===== config.mk =====
export PLATFORM = sky130hd
export DESIGN_NAME = atm_account_engine
export DESIGN_NICKNAME = d
export VERILOG_FILES = /design/src/rtl/atm_pkg.sv /design/src/rtl/atm_authenticator.sv /design/src/rtl/atm_account_engine.sv
export SDC_FILE = /design/constraint.sdc
export NUM_CORES = 1
export LEC_CHECK = 0
export ABC_AREA = 1
export BUFFER_PORTS_ARGS = -buffer_cell sky130_fd_sc_hd__buf_2
export CORE_ASPECT_RATIO = 1.25
export CORE_MARGIN = 1
export CORE_UTILIZATION = 35
export DETAILED_ROUTE_END_ITERATION = 8
export GPL_ROUTABILITY_DRIVEN = 0
export REMOVE_ABC_BUFFERS = 1
export SYNTH_ARGS = -nofsm -noshare
export SYNTH_HDL_FRONTEND = slang
export SYNTH_SLANG_ARGS = --single-unit

===== constraint.sdc =====
create_clock -name clk -period 4.9 [get_ports clk]
set_input_delay 0.98 -clock clk [delete_from_list [all_inputs] [get_ports clk]]
set_output_delay 0.98 -clock clk [all_outputs]
set_load 0.005 [all_outputs]

===== src/rtl/atm_pkg.sv =====
// Shared ATM constants: operation codes, control-FSM state codes and datapath widths.
// Optional build macro ATM_PIN_LOCKOUT_EN is consumed by atm_authenticator.
package atm_pkg;

    localparam int ACC_W = 4;
    localparam int PIN_W = 16;
    localparam int AMT_W = 32;

    // Operation codes share encoding with the matching control-FSM operation states.
    localparam logic [2:0] OP_BALANCE    = 3'd3;
    localparam logic [2:0] OP_WITHDRAW   = 3'd4;
    localparam logic [2:0] OP_DEPOSIT    = 3'd5;
    localparam logic [2:0] OP_CHANGE_PIN = 3'd6;

    localparam logic [2:0] ST_IDLE       = 3'd0;
    localparam logic [2:0] ST_WAITING    = 3'd1;
    localparam logic [2:0] ST_MENU       = 3'd2;
    localparam logic [2:0] ST_BALANCE    = 3'd3;
    localparam logic [2:0] ST_WITHDRAW   = 3'd4;
    localparam logic [2:0] ST_DEPOSIT    = 3'd5;
    localparam logic [2:0] ST_CHANGE_PIN = 3'd6;

    typedef struct packed {
        logic [AMT_W-1:0] balance;
        logic             success;
        logic             bal_wr;
        logic             pin_wr;
    } op_result_t;

endpackage


===== src/rtl/atm_authenticator.sv =====
// PIN table with combinational account lookup/authentication and a PIN write port.
// Latency: lookup 0 cycles, PIN write visible next cycle. No backpressure.
// ATM_PIN_LOCKOUT_EN adds per-account failure counters that lock after 3 bad PINs.
module atm_authenticator
    import atm_pkg::*;
#(
    parameter int unsigned      NUM_ACCOUNTS = 10,
    parameter logic [PIN_W-1:0] PIN_BASE     = 16'h1000
) (
    input  logic             clk,
    input  logic             rst,
    input  logic             op_valid,
    input  logic [ACC_W-1:0] acc_num,
    input  logic [PIN_W-1:0] pin,
    input  logic             pin_wr,
    input  logic [PIN_W-1:0] new_pin,
    output logic [ACC_W-1:0] acc_index,
    output logic             acc_found,
    output logic             acc_auth
);

    logic [PIN_W-1:0] pin_tbl [NUM_ACCOUNTS];
    logic             pin_match;

    assign acc_found = 32'(acc_num) < NUM_ACCOUNTS;
    assign acc_index = acc_found ? acc_num : '0;
    assign pin_match = acc_found && (pin == pin_tbl[acc_index]);

    always_ff @(posedge clk or negedge rst) begin
        if (!rst) begin
            for (int i = 0; i < int'(NUM_ACCOUNTS); i++)
                pin_tbl[i] <= PIN_BASE + PIN_W'(i);
        end else if (pin_wr) begin
            pin_tbl[acc_index] <= new_pin;
        end
    end

`ifdef ATM_PIN_LOCKOUT_EN
    logic [1:0] fail_cnt [NUM_ACCOUNTS];
    logic       locked;

    assign locked   = (fail_cnt[acc_index] == 2'd3);
    assign acc_auth = pin_match && !locked;

    // Counter freezes once locked; only reset unlocks the account.
    always_ff @(posedge clk or negedge rst) begin
        if (!rst) begin
            for (int i = 0; i < int'(NUM_ACCOUNTS); i++)
                fail_cnt[i] <= 2'd0;
        end else if (op_valid && acc_found && !locked) begin
            if (pin_match)
                fail_cnt[acc_index] <= 2'd0;
            else
                fail_cnt[acc_index] <= fail_cnt[acc_index] + 2'd1;
        end
    end
`else
    logic unused_op_valid;
    assign unused_op_valid = op_valid;
    assign acc_auth        = pin_match;
`endif

endmodule


===== src/rtl/atm_account_engine.sv =====
// ATM account datapath: authentication plus balance/withdraw/deposit/PIN-change ops.
// Latency: one op per op_valid, results and done registered one cycle later. No backpressure.
// Build macro ATM_PIN_LOCKOUT_EN enables PIN lockout in atm_authenticator.
module atm_account_engine
    import atm_pkg::*;
#(
    parameter int unsigned      NUM_ACCOUNTS = 10,
    parameter logic [AMT_W-1:0] INIT_BALANCE = 32'd1000,
    parameter logic [PIN_W-1:0] PIN_BASE     = 16'h1000
) (
    input  logic             clk,
    input  logic             rst,
    input  logic             op_valid,
    input  logic [2:0]       operation,
    input  logic [ACC_W-1:0] acc_num,
    input  logic [PIN_W-1:0] pin,
    input  logic [PIN_W-1:0] new_pin,
    input  logic [AMT_W-1:0] amount,
    output logic [ACC_W-1:0] acc_index,
    output logic             acc_found,
    output logic             acc_auth,
    output logic [AMT_W-1:0] balance,
    output logic             success,
    output logic             done
);

    logic [AMT_W-1:0] bal_tbl [NUM_ACCOUNTS];
    logic [AMT_W-1:0] stored;
    logic [AMT_W:0]   dep_sum;
    op_result_t       res;

    atm_authenticator #(
        .NUM_ACCOUNTS (NUM_ACCOUNTS),
        .PIN_BASE     (PIN_BASE)
    ) u_auth (
        .clk       (clk),
        .rst       (rst),
        .op_valid  (op_valid),
        .acc_num   (acc_num),
        .pin       (pin),
        .pin_wr    (op_valid && res.pin_wr),
        .new_pin   (new_pin),
        .acc_index (acc_index),
        .acc_found (acc_found),
        .acc_auth  (acc_auth)
    );

    assign stored  = bal_tbl[acc_index];
    assign dep_sum = {1'b0, stored} + {1'b0, amount};

    always_comb begin
        res.balance = stored;
        res.success = 1'b0;
        res.bal_wr  = 1'b0;
        res.pin_wr  = 1'b0;
        if (!acc_auth) begin
            res.balance = '0;
        end else begin
            case (operation)
                OP_BALANCE: res.success = 1'b1;
                OP_WITHDRAW: begin
                    if (amount <= stored) begin
                        res.balance = stored - amount;
                        res.success = 1'b1;
                        res.bal_wr  = 1'b1;
                    end
                end
                OP_DEPOSIT: begin
                    // Carry-out means the result would wrap; reject without touching the table.
                    if (!dep_sum[AMT_W]) begin
                        res.balance = dep_sum[AMT_W-1:0];
                        res.success = 1'b1;
                        res.bal_wr  = 1'b1;
                    end
                end
                OP_CHANGE_PIN: begin
                    res.success = 1'b1;
                    res.pin_wr  = 1'b1;
                end
                default: ;
            endcase
        end
    end

    always_ff @(posedge clk or negedge rst) begin
        if (!rst) begin
            for (int i = 0; i < int'(NUM_ACCOUNTS); i++)
                bal_tbl[i] <= INIT_BALANCE;
            balance <= '0;
            success <= 1'b0;
            done    <= 1'b0;
        end else begin
            done <= op_valid;
            if (op_valid) begin
                balance <= res.balance;
                success <= res.success;
                if (res.bal_wr)
                    bal_tbl[acc_index] <= res.balance;
            end
        end
    end

endmodule


# == Yosys cells after proc, flatten, opt, wreduce, memory -nomap -nowiden ==
# Index checks and enable logic that the tools add are counted.
# word_totals
in_bits,74
romBits,0
ram_bits,0
n_memories,0
out_inout_bits,40
reg_bits,514
latchBits,0
# op_classes
n_bitwise,1
shift,0
order_cmp,4
n_mul,0
addsub,2
div,0
eq_ne,5
muxes,21
reduce_logical,5
# ops
operator,count
$bwmux 320,1
$bwmux 160,1
$bmux 32 s4,1
$demux 32 s4,1
$mux 32,4
$mux 34,2
$bmux 16 s4,1
$demux 16 s4,1
$pmux 32 s2,1
$mux 16,3
$add 32x32->33,1
$le 32x32->1,1
$sub 32x32->32,1
$eq 16x16->1,1
$eq 3x3->1 const B,3
$ge 5x5->1 const B,1
$lt 5x1->1 const B,1
$not 4->5,1
$lt 4x4->1 const B,1
$mux 4,1
$eq 3x2->1 const B,1
$logic_and 1x1->1,3
$mux 3,1
$pmux 1 s3,1
other kinds (4),4

# == Longest topological paths before layout ==
# logic_depth
depth_word,11
depth_mapped,34
ltp_nobuf,28

# == Cells and area by module ==
# From an unflattened synthesis, not the netlist that was laid out.
# unflattened
hier_cells,4472
hier_area_um2,30937.2
# modules_own_cells
mod,n_inst,seq_area_each_um2,cells_each,area_each_um2
atm_account_engine,1,8933.6,3384,22929.5
atm_authenticator,1,4035.1,1088,8007.7

# == Least setup slack after synthesis ==
# Ideal clock, no wire load.
# synth_timing
path_kind,input port to flip-flop
from,input port acc_num[1]
to,register bal_tbl[37] (netlist bit)
stages,30
path_buffers,5
setup_time_ns,0.061
slack_ns,-0.065
arrival_ns,4.904
required_ns,4.839
cell_sequence,o21ai_1 > nand2_1 > nor2_1 > buf_2 > buf_4 > clkinv_1 > buf_2 > o21bai_1 > a21oi_1 > nand4_1 > ha_1 > inv_1 > fa_1 > nand2_1 > nand3_1 > nand3_1 > nand2_1 > nand2_1 > nand3_1 > nand2_1 > nand3_2 > nand2_2 > nand2_2 > inv_2 > buf_1 > nand2_1 > o221ai_1 > clkbuf_1 > nand4_1 > nand2_1
# synth_via
elab_chain_len,11
# synth_lines
element,line_no,text
start: declaration,atm_account_engine.sv:15,"input logic [ACC_W-1:0] acc_num,"
$lt 4x4->1,atm_authenticator.sv:25,assign acc_found = 32'(acc_num) < NUM_ACCOUNTS;
$mux 4,atm_authenticator.sv:26,assign acc_index = acc_found ? acc_num : '0;
$not 4->5 (implied by the code),"atm_authenticator.sv:27, atm_account_engine.sv:48, atm_account_engine.sv:98",
$bmux 32 s4,atm_account_engine.sv:48,assign stored = bal_tbl[acc_index];
$mux 32 (implied by the code) (2 in a row),atm_account_engine.sv:48,
$add 32x32->33 (tied with other cells),atm_account_engine.sv:49,"assign dep_sum = {1'b0, stored} + {1'b0, amount};"
$mux 34 (on tied branches),"atm_account_engine.sv:70, atm_account_engine.sv:62",
$pmux 32 s2 / $pmux 1 s2 (equally long branches),atm_account_engine.sv:59,case (operation)
$mux 32 / $mux 3 (equally long branches),atm_account_engine.sv:56,if (!acc_auth) begin
$bwmux 320 / $reduce_and 2->1 (equally long branches),n/a,
end signal: indexed assignment,atm_account_engine.sv:98,bal_tbl[acc_index] <= res.balance;
end: declaration,atm_account_engine.sv:27,logic [AMT_W-1:0] bal_tbl [NUM_ACCOUNTS];
# Parallel ways exist; a longest one is shown, timed or not. The select of a mux whose other input is x is not followed.
# A chain may end at the register's enable or synchronous reset.

# == Final worst setup path ==
# layout_timing
from,input port acc_num[2]
to,register bal_tbl[93] (netlist bit)
# Same word-level chain as after synthesis.

==> impl_metrics.py <==
metrics = {
    "run_status": {
        "status": "finished, final reports clean",
    },
    "flow_run": {
        "cap_violations": 0,
    },
    "worst_hold_path": {
        "min_path_type": "in -> async",
    },
    "timing": {
        "maxSlewHeadroom_pct": 34.3,
        "period_share_pct": 96.9,
        "setup_viol": 0,
        "hold_viol_final": 0,
        "fmax_ghz": 0.211,
        "skew_ps": 35.2,
        "tightest_slew_ps": 979,
        "setup_tns_ps": 0,
        "hold_ws_ps": 417,
        "final-max-slew-violation-count": 0,
        "min_period_ps": 4750,
    },
    "global_route": {
        "grt_first_pass_wirelength_um": 194000,
        "antenna_found_initial": 3,
        "grt_usage_pct": 27.7,
        "grt_max_degree": 99,
        "grt_pass1_vias": 31776,
        "grt-ovfl-total": 0,
    },
    "logic_synthesis": {
        "netlist_area_sq_um": 31300,
        "synth_xor_area_share_pct": 0.894,
        "synth_compound_area_share_pct": 7.36,
        "synthFlopType": "dfrtp_1",
        "netlist_top_cells_area": "dfrtp_1 (34%), nand2_1 (21%), nand4_1 (8.1%)",
        "synth_edf_count": 0,
        "yosysUniqueCellTypes": 56,
        "yosys.area.top_type": "dfrtp_1",
        "ys_ff_latch": 514,
        "synthAdderAreaFrac_pct": 2.72,
        "synthTopCellsByCount": "nand2_1 (1758), dfrtp_1 (429), nand4_1 (406)",
        "yosys-mux-area-fraction_pct": 0,
        "ys_seq_area_share_pct": 41.4,
        "synth_area_per_cell_sq_um": 7.18,
        "synth_top_cell_area_share_pct": 34.3,
        "synthArstFlopShare_pct": 100,
        "synthCells": 4365,
        "yosysWarnings": 0,
        "yosysMostFrequentCell": "nand2_1",
        "synth-simple-area-share_pct": 38.7,
        "synth_top_family_by_area": "simple AND/OR/NAND/NOR gates",
    },
    "place": {
        "hpwlAfterDp_um": 89200,
        "placed_area_sq_um": 37000,
        "port_buffers": 113,
    },
    "cts": {
        "htreeDepth": 2,
        "clkTransAtPathRegs_ps": 70,
        "clk_latency_ps": 610,
        "numCtsBuffers": 49,
        "clk_path_buf_depth": 3,
        "cts_tree": "built",
        "clockRootBuffer": "clkbuf_16",
        "numClockSinks": 514,
    },
    "critical_path": {
        "cp_max_fo": 11,
        "cp_common_cell": "nand2_1",
        "cp.arrival_ps": 5230,
        "critPathSlowestCell": "fa_1",
        "path_class": "in -> reg",
        "critPathBufInv": 9,
        "cp_slowest_stage_delay_ps": 420,
        "critPathCaptureType": "register",
        "path_delay_family": "simple AND/OR/NAND/NOR gates",
        "worstPathRequired_ps": 5380,
        "setup.worst_path.start_class": "primary input",
    },
    "power": {
        "ir_drop_uv": 253,
        "comb_power_share_pct": 26.9,
        "p_per_area_nw_per_um2": 302,
        "p_clk_share_pct": 37.4,
        "p_int_mw": 8.17,
        "p_leak_nw": 21.2,
        "switching_share_pct": 31.4,
        "switching_power_mw": 3.74,
        "p_seq_share_pct": 35.7,
    },
    "routing": {
        "drc": 0,
        "postRouteAntennaNets": 0,
        "drtPass1Iterations": 8,
        "vias": 33003,
        "wire_per_inst_um": 21.4,
        "drtIter0Drc": 3569,
        "routed_wl_um": 130000,
        "viasPerCell": 5.45,
    },
    "final_layout": {
        "seqCellArea_sq_um": 13000,
        "multi_input_area_sq_um": 15800,
        "stdcell_area_sq_um": 39500,
        "drive_gt1_share_pct": 21.2,
        "fillers": 8915,
        "fin_nets": 4972,
        "syn2layout_area_growth_pct": 26.0,
    },
    "floorplanning": {
        "num_rows": 122,
        "die_area_sq_um": 90700,
        "start_util_pct": 35.4,
        "die_y_um": 337,
        "core_area_sq_um": 88500,
        "io_pins": 114,
        "die_width_um": 270,
    },
}
[cells in the final DEF (no fill, tap or decap), drive strengths merged, types with 71 or more instances in the layout]
master,n
dfstp,85
nand3,186
nand2,1761
buf,728
nand4,415
inv,274
a21oi,101
dfrtp,429
o22ai,79
clkbuf,71
o21ai,110
nor2,322
[metal layers]
layer | global-route usage (%) | up-vias | share of wire [%]
met2 | 45.5 | 1617 | 46
met4 | 13.8 | 4 | 5.3
met3 | 3.65 | 354 | 8.4
li1 | - | 15257 | -
met1 | 35.9 | 15771 | 40
met5 | 0 | - | 0.022
[power by group through the flow]
stage | clock network [mW] | logic [mW] | registers (mW)
after floorplan | 0 | 1.28 | 4.32
after global placement | 0 | 3.07 | 4.32
after detailed placement | 0 | 3.09 | 4.32
after CTS | 4.49 | 3.10 | 4.25
after global routing | 4.64 | 3.43 | 4.24
final | 4.46 | 3.21 | 4.25
[final timing paths]
path	slack [ps]	from	end	depth (start not counted)
setup / recovery	150	acc_num[2]	bal_tbl[93]	30
hold / removal	420	rst	done	1
setup reg to reg	860	bal_tbl[233]	bal_tbl[93]	25
hold reg to reg	460	u_auth.pin_tbl[19]	u_auth.pin_tbl[19]	2
max in group asynchronous	3400	rst	u_auth.pin_tbl[118]	2
min in group clk	460	u_auth.pin_tbl[19]	u_auth.pin_tbl[19]	2
[what timing repair did]
item,in CTS,in global routing
endpoints found under the hold margin,0,0
hold buffers,0,0
gates cloned,0,3
gates resized for setup,2,68
buffers inserted,0,18
pin swaps,0,19
endpoints found under the setup margin,22,351
[per-stage QoR]
step / util (%) / total power [mW] / std cells / setup WS, ps
2_1_floorplan: - / 5.61 / 4047 / -6250
3_3_place_gp: 41.8 / 7.40 / 5937 / -560
3_5_place_dp: 41.8 / 7.41 / 5937 / -663
4_1_cts: 44.0 / 11.8 / 6029 / 27.3
5_1_grt: 44.6 / 12.3 / 6051 / -44.9
6_report: 44.6 / 11.9 / 6051 / 152
[kinds of logic after synthesis]
family	Yosys count
AND/OR/NAND/NOR	2769
buffers and inverters	598
flip-flops	514
AO/OA/AOI/OAI	385
adder cells (fa/ha/maj)	67
XOR/XNOR	32
[registers in the layout, indices dropped and copies added, names as in the netlist]
signal	flops
done	1
balance	32
success	1
u_auth.pin_tbl	160
bal_tbl	320
[layout make-up]
cell class,instances,share of cell area [%]
repair buffers,732,16.0
inverters,280,2.67
clock buffers,67,3.74
well taps,1178,3.73
flip-flops and latches,514,32.8
multi-input cells,3254,40.1
diodes,1,0.00634
clock inverters,25,0.995
Power figures use the tool's default switching activity.
